[src/rtl/regfile_wb_ctrl_pkg.sv]
// Shared types and constants for the register-file writeback controller.
// Queue entries carry a destination register and its result.
package regfile_wb_ctrl_pkg;

    localparam int WB_AW = 5;
    localparam int WB_DW = 32;

    localparam logic [WB_AW-1:0] REG_ZERO = 5'd0;

    typedef struct packed {
        logic [WB_AW-1:0] addr;
        logic [WB_DW-1:0] data;
    } wb_entry_t;

    // r0 is hard-wired zero, so it is never written or forwarded
    function automatic logic addr_live(input logic [WB_AW-1:0] a);
        return a != REG_ZERO;
    endfunction

endpackage

[src/rtl/regfile_wb_fifo.sv]
// In-order writeback queue: up to two pushes and one pop per cycle.
// Entries are exposed oldest-first (index 0 = head) for the forwarding search.
module regfile_wb_fifo
    import regfile_wb_ctrl_pkg::*;
#(
    parameter int DEPTH = 4,
    parameter int CW    = $clog2(DEPTH) + 1
) (
    input  logic             clk,
    input  logic             rst,
    input  logic             push0_i,
    input  wb_entry_t        push0_ent_i,
    input  logic             push1_i,
    input  wb_entry_t        push1_ent_i,
    input  logic             pop_i,
    output logic [CW-1:0]    count_o,
    output wb_entry_t        ent_o [DEPTH],
    output logic [DEPTH-1:0] vld_o
);

    localparam int PW = $clog2(DEPTH);

    wb_entry_t     mem_q [DEPTH];
    wb_entry_t     mem_d [DEPTH];
    logic [PW-1:0] wr_ptr_q, wr_ptr_d;
    logic [PW-1:0] rd_ptr_q, rd_ptr_d;
    logic [CW-1:0] count_q, count_d;
    logic [1:0]    n_push_s;
    logic [PW-1:0] wr_ptr_nx_s;

    // Next-state: push0 is older and lands first; push1 follows it
    always_comb begin
        mem_d       = mem_q;
        n_push_s    = {1'b0, push0_i} + {1'b0, push1_i};
        wr_ptr_nx_s = wr_ptr_q + PW'(1);
        if (push0_i) begin
            mem_d[wr_ptr_q] = push0_ent_i;
        end else begin
            mem_d[wr_ptr_q] = mem_d[wr_ptr_q];
        end
        if (push1_i) begin
            mem_d[push0_i ? wr_ptr_nx_s : wr_ptr_q] = push1_ent_i;
        end else begin
            mem_d[wr_ptr_q] = mem_d[wr_ptr_q];
        end
        wr_ptr_d = wr_ptr_q + PW'(n_push_s);
        rd_ptr_d = rd_ptr_q + PW'(pop_i);
        count_d  = count_q + CW'(n_push_s) - CW'(pop_i);
    end

    // Queue state registers
    always_ff @(posedge clk or posedge rst) begin
        if (rst) begin
            for (int i = 0; i < DEPTH; i++) begin
                mem_q[i] <= '0;
            end
            wr_ptr_q <= '0;
            rd_ptr_q <= '0;
            count_q  <= '0;
        end else begin
            mem_q    <= mem_d;
            wr_ptr_q <= wr_ptr_d;
            rd_ptr_q <= rd_ptr_d;
            count_q  <= count_d;
        end
    end

    // Age-ordered view of the queue
    always_comb begin
        for (int i = 0; i < DEPTH; i++) begin
            ent_o[i] = mem_q[rd_ptr_q + PW'(i)];
            vld_o[i] = CW'(i) < count_q;
        end
    end

    assign count_o = count_q;

endmodule

[src/rtl/regfile_wb_ctrl.sv]
// Writeback controller: merges load and ALU results into one register-file
// write per cycle, with youngest-match forwarding for two decode reads.
module regfile_wb_ctrl
    import regfile_wb_ctrl_pkg::*;
#(
    parameter int DEPTH = 4,
    parameter int AW    = WB_AW,
    parameter int DW    = WB_DW
) (
    input  logic                       clk,
    input  logic                       rst,
    input  logic                       mem_valid,
    output logic                       mem_ready,
    input  logic [AW-1:0]              mem_addr,
    input  logic [DW-1:0]              mem_data,
    input  logic                       alu_valid,
    output logic                       alu_ready,
    input  logic [AW-1:0]              alu_addr,
    input  logic [DW-1:0]              alu_data,
    input  logic                       wr_hold,
    output logic                       wr_en,
    output logic [AW-1:0]              wr_addr,
    output logic [DW-1:0]              wr_data,
    input  logic [AW-1:0]              fwd1_addr,
    input  logic [AW-1:0]              fwd2_addr,
    output logic                       fwd1_hit,
    output logic                       fwd2_hit,
    output logic [DW-1:0]              fwd1_data,
    output logic [DW-1:0]              fwd2_data,
    output logic [$clog2(DEPTH):0]     count,
    output logic                       pending
);

    localparam int CW = $clog2(DEPTH) + 1;

    logic [CW-1:0]    count_s;
    logic [CW-1:0]    free_s;
    wb_entry_t        ent_s [DEPTH];
    logic [DEPTH-1:0] vld_s;
    logic             push_mem_s, push_alu_s, pop_s;
    wb_entry_t        mem_ent_s, alu_ent_s;

    logic             wr_en_q,   wr_en_d;
    logic [AW-1:0]    wr_addr_q, wr_addr_d;
    logic [DW-1:0]    wr_data_q, wr_data_d;

    logic [AW-1:0]    fwd_addr_s [2];
    logic [1:0]       fwd_hit_s;
    logic [DW-1:0]    fwd_data_s [2];

    // Readies look only at the registered count; a same-cycle pop earns no credit
    always_comb begin
        free_s    = CW'(DEPTH) - count_s;
        mem_ready = free_s >= CW'(1);
        if (mem_valid) begin
            alu_ready = free_s >= CW'(2);
        end else begin
            alu_ready = free_s >= CW'(1);
        end
        mem_ent_s  = '{addr: mem_addr, data: mem_data};
        alu_ent_s  = '{addr: alu_addr, data: alu_data};
        push_mem_s = mem_valid && mem_ready && addr_live(mem_addr);
        push_alu_s = alu_valid && alu_ready && addr_live(alu_addr);
        pop_s      = (count_s != CW'(0)) && !wr_hold;
    end

    regfile_wb_fifo #(
        .DEPTH (DEPTH),
        .CW    (CW)
    ) u_fifo (
        .clk         (clk),
        .rst         (rst),
        .push0_i     (push_mem_s),
        .push0_ent_i (mem_ent_s),
        .push1_i     (push_alu_s),
        .push1_ent_i (alu_ent_s),
        .pop_i       (pop_s),
        .count_o     (count_s),
        .ent_o       (ent_s),
        .vld_o       (vld_s)
    );

    // Output stage: address/data hold their last value when idle
    always_comb begin
        wr_en_d   = 1'b0;
        wr_addr_d = wr_addr_q;
        wr_data_d = wr_data_q;
        if (pop_s) begin
            wr_en_d   = 1'b1;
            wr_addr_d = ent_s[0].addr;
            wr_data_d = ent_s[0].data;
        end else begin
            wr_en_d   = 1'b0;
        end
    end

    // Register-file write port registers
    always_ff @(posedge clk or posedge rst) begin
        if (rst) begin
            wr_en_q   <= 1'b0;
            wr_addr_q <= '0;
            wr_data_q <= '0;
        end else begin
            wr_en_q   <= wr_en_d;
            wr_addr_q <= wr_addr_d;
            wr_data_q <= wr_data_d;
        end
    end

    // Forwarding: output register is oldest, then queue head to tail; later matches win
    always_comb begin
        fwd_addr_s[0] = fwd1_addr;
        fwd_addr_s[1] = fwd2_addr;
        for (int k = 0; k < 2; k++) begin
            fwd_hit_s[k]  = 1'b0;
            fwd_data_s[k] = '0;
            if (addr_live(fwd_addr_s[k])) begin
                if (wr_en_q && (wr_addr_q == fwd_addr_s[k])) begin
                    fwd_hit_s[k]  = 1'b1;
                    fwd_data_s[k] = wr_data_q;
                end else begin
                    fwd_hit_s[k]  = 1'b0;
                end
                for (int i = 0; i < DEPTH; i++) begin
                    if (vld_s[i] && (ent_s[i].addr == fwd_addr_s[k])) begin
                        fwd_hit_s[k]  = 1'b1;
                        fwd_data_s[k] = ent_s[i].data;
                    end else begin
                        fwd_hit_s[k]  = fwd_hit_s[k];
                    end
                end
            end else begin
                fwd_hit_s[k] = 1'b0;
            end
        end
    end

    assign fwd1_hit  = fwd_hit_s[0];
    assign fwd2_hit  = fwd_hit_s[1];
    assign fwd1_data = fwd_data_s[0];
    assign fwd2_data = fwd_data_s[1];
    assign wr_en     = wr_en_q;
    assign wr_addr   = wr_addr_q;
    assign wr_data   = wr_data_q;
    assign count     = count_s;
    assign pending   = (count_s != CW'(0)) || wr_en_q;

endmodule

[config.mk]
export PLATFORM = sky130hd
export DESIGN_NAME = regfile_wb_ctrl
export DESIGN_NICKNAME = d
export VERILOG_FILES = /design/src/rtl/regfile_wb_ctrl_pkg.sv /design/src/rtl/regfile_wb_fifo.sv /design/src/rtl/regfile_wb_ctrl.sv
export SDC_FILE = /design/constraint.sdc
export NUM_CORES = 1
export LEC_CHECK = 0
export ABC_AREA = 1
export CAP_MARGIN = 20
export CORE_MARGIN = 4
export CORE_UTILIZATION = 28
export DETAILED_ROUTE_END_ITERATION = 7
export PLACE_DENSITY = 0.45
export SETUP_SLACK_MARGIN = 0.15
export SLEW_MARGIN = 20
export SYNTH_ARGS = -nofsm -noshare
export SYNTH_HDL_FRONTEND = slang
export SYNTH_SLANG_ARGS = --single-unit
[constraint.sdc]
create_clock -name clk -period 8.68 [get_ports clk]
set_input_delay 1.736 -clock clk [delete_from_list [all_inputs] [get_ports clk]]
set_output_delay 1.736 -clock clk [all_outputs]
set_load 0.02 [all_outputs]
==> impl_metrics.tcl <==
set metrics [dict create \
    fmax_mhz 142 \
    dp_worst_setup_slack_ps 1620 \
    ys_seq_elements 193 \
    floorplan.io_pins 199 \
    async_set_or_reset_flop_fraction_in_the_synthesized_netlist_pct 100 \
    cp.buffers_inverters 4 \
    hold_violations 0 \
    antenna_violations_before_repair 3 \
    numClockSinks 193 \
    layout_worst_path_cycle_share_pct 81.2 \
    wl_per_cell_um 19.8 \
    critPathMostFrequentCell "sky130_fd_sc_hd__nand3_1" \
    grt_start_max_net_pins 254 \
    synth_cell_type_count 35 \
    routabilityCongestion 0.914 \
    clock_pin_transition_on_the_worst_setup_and_hold_timing_paths_ps 80 \
    grt.met1_usage_pct 37.0 \
    report.final.setup_viol 0 \
    placement_rows 110 \
    syn_area_um2 25600 \
    cts-resized-gates 0 \
    use_met2_pct 35.0 \
    worstPathRequired_ps 6940 \
    use_met3_pct 3.76 \
    post_route_skew_ps 13.1 \
    drive_above_1_share_pct 3.00 \
    finalMaxSlewViolations 0 \
    drc_violation_count_after_routing 0 \
    critPathMaxStageDelay_ps 660 \
    crit_path_kind "input pin to output port" \
    nFillCells 10242 \
    drt-pass1-iter-count 6 \
    postPlaceCellArea_um2 28200 \
    synthCells 4965 \
    globalRoute.totalOverflow 0 \
    ys.flop_type "sky130_fd_sc_hd__dfrtp_1" \
    cts_root_buf "sky130_fd_sc_hd__clkbuf_16" \
    io_buffers 198 \
    tightest_slew_ps 1080 \
    grt_pass1_wl_um 181000 \
    die_y_um 311 \
    synth_enable_flop_cells 0 \
    postCtsSetupRepairBufs 0 \
    grt_usage_pct 24.0 \
    die_extent_in_x_um 311 \
    finish.instance_area_um2 28800 \
    detail-route-antenna-nets 0 \
    outcome "completed" \
    timing.hold.worst.class "flop to flop" \
    worst_setup_path_start_kind "input pin" \
    rsz0062_at_grt "no" \
    synth.yosys.warnings 0 \
    postSynthNetCount 5069 \
    endpoint_kind "output port" \
    slew-limit-headroom_pct 26.9 \
    num-nets-final 4992 \
    holdBufCountCts 0 \
    timing.setup.tns_ps 0 \
    clk-insertion-delay-late_ps 530 \
    floorplan.core_area_um2 90400 \
    crit_family "buffers and inverters" \
    cp_cell_sequence "clkdlybuf4s50_1, inv_1, o22ai_1, a21oi_1, nand3_1, buf_4, nor2_1, nand2_1, nand3_1, nand3_1, a21oi_1, clkdlybuf4s50_1" \
    routed_wirelength_um 120000 \
    slowest_cp_cell "sky130_fd_sc_hd__nand3_1" \
    post-route-worst-setup-slack_ps 1630 \
    worstPathArrival_ps 5320 \
    htree_levels 4 \
    multi_input_area_um2 17500 \
    dieArea_um2 96500 \
    place_hpwl_um 83500 \
    cts_inserted_buffers 17 \
    mean_syn_cell_area_um2 5.16 \
    drt-vias-per-instance 5.17 \
    clockBufferDepth 2 \
    global_route.peak_usage_layer "met1" \
    grt_pass1_vias 27934 \
    route.vias.total 31413 \
    maximum_fanout_along_the_worst_path 18 \
    area.sequential_um2 4840 \
    synthToLayoutAreaGrowth_pct 12.5 \
    maxCapViolCount 0 \
    cts_tree "built" \
    detail_route.iter0.violations 4045 \
    initial_core_util_pct 28.4 \
    final_period_minus_worst_setup_slack_ps 7050 \
    sequential_cell_area_fraction_in_the_yosys_report_pct 18.8 \
]
[routing by layer]
metal  routed length (um)  vias up
li1                     -    15587
met1                59200    14432
met2                49200     1277
met3                 9850      115
met4                 2170        2
met5                   13        -
[tightest hold or removal path: stages, from the launching register on]
cell and delay, ps:
sky130_fd_sc_hd__dfrtp_1 440, sky130_fd_sc_hd__nand2_1 70, sky130_fd_sc_hd__o21ai_0 60
[per-stage QoR]
stage               cells  utilization [%]  hold WS [ps]
finish               6078             31.9           597
global route         6077             31.9           627
CTS                  6077             31.9           601
detailed placement   6045             31.2           585
global placement     6045             31.2           569
floorplan            4965                -           488
[layout by cell type (no fill, tap or decap), drive strengths merged, types with 6 or more instances in the layout]
cell,count
nand2,1593
dfrtp,193
or2,32
nand4,71
nand3,418
clkinv,10
nor3b,148
nor3,6
nor2,727
o21ai,654
a21oi,219
xor2,10
o22ai,7
clkdlybuf4s50,198
ha,14
clkbuf,19
inv,507
buf,63
[sequential cells by signal (all words and copies together), names as in the netlist]
name             count
u_fifo.count_o       3
u_fifo.mem_q       148
u_fifo.rd_ptr_q      2
u_fifo.wr_ptr_q      2
wr_addr              5
wr_data             32
wr_en                1
[synth_stat cells, types with 10 or more instances]
cell type	instances	area (um2)
sky130_fd_sc_hd__a21oi_1	219	1100
sky130_fd_sc_hd__o21ai_0	607	3040
sky130_fd_sc_hd__nor3b_1	148	1110
sky130_fd_sc_hd__nand3_1	413	2070
sky130_fd_sc_hd__inv_1	493	1850
sky130_fd_sc_hd__dfrtp_1	193	4830
sky130_fd_sc_hd__clkbuf_1	206	773
sky130_fd_sc_hd__or2_0	13	81.3
sky130_fd_sc_hd__o21ai_1	44	220
sky130_fd_sc_hd__ha_1	14	175
sky130_fd_sc_hd__nor2_1	724	2720
sky130_fd_sc_hd__buf_1	56	210
sky130_fd_sc_hd__nand2_1	1591	5970
sky130_fd_sc_hd__nand4_1	71	444
sky130_fd_sc_hd__or2_1	14	87.6
sky130_fd_sc_hd__xor2_1	10	87.6
sky130_fd_sc_hd__buf_2	85	425
[final timing paths]
path                                        start               end  slack [ps]  cells past startpoint
max in group asynchronous                     rst  u_fifo.mem_q[87]        5410                      3
min in group asynchronous                     rst             wr_en        1740                      2
worst min-delay path                   wr_addr[0]        wr_addr[0]         600                      2
worst min register to register         wr_addr[0]        wr_addr[0]         600                      2
worst max-delay path                 fwd2_addr[2]      fwd2_data[9]        1630                     12
worst max register to register  u_fifo.count_o[0]   u_fifo.mem_q[9]        3860                     15
[area by class of cell]
class	count	share of cell area, %
inverters	506	6.68
repair buffers	261	8.64
well taps	1176	5.10
clock buffers	19	1.54
diodes	1	0.00868
flip-flops and latches	193	16.8
multi-input cells	3909	60.7
clock inverters	13	0.512
[logic make-up after synthesis]
family	Yosys count	share of synthesized area, %
AOI/OAI and AO/OA	883	17.3
buffers and inverters	863	13.3
adders and majority gates	15	0.761
and+or+nand+nor	2997	49.3
muxes	2	0.0781
xor gates and xnor gates	12	0.410
DFF	193	18.8
Power is not shown: default switching activity piles up to over one toggle a cycle in this logic, so the estimate is an artifact.
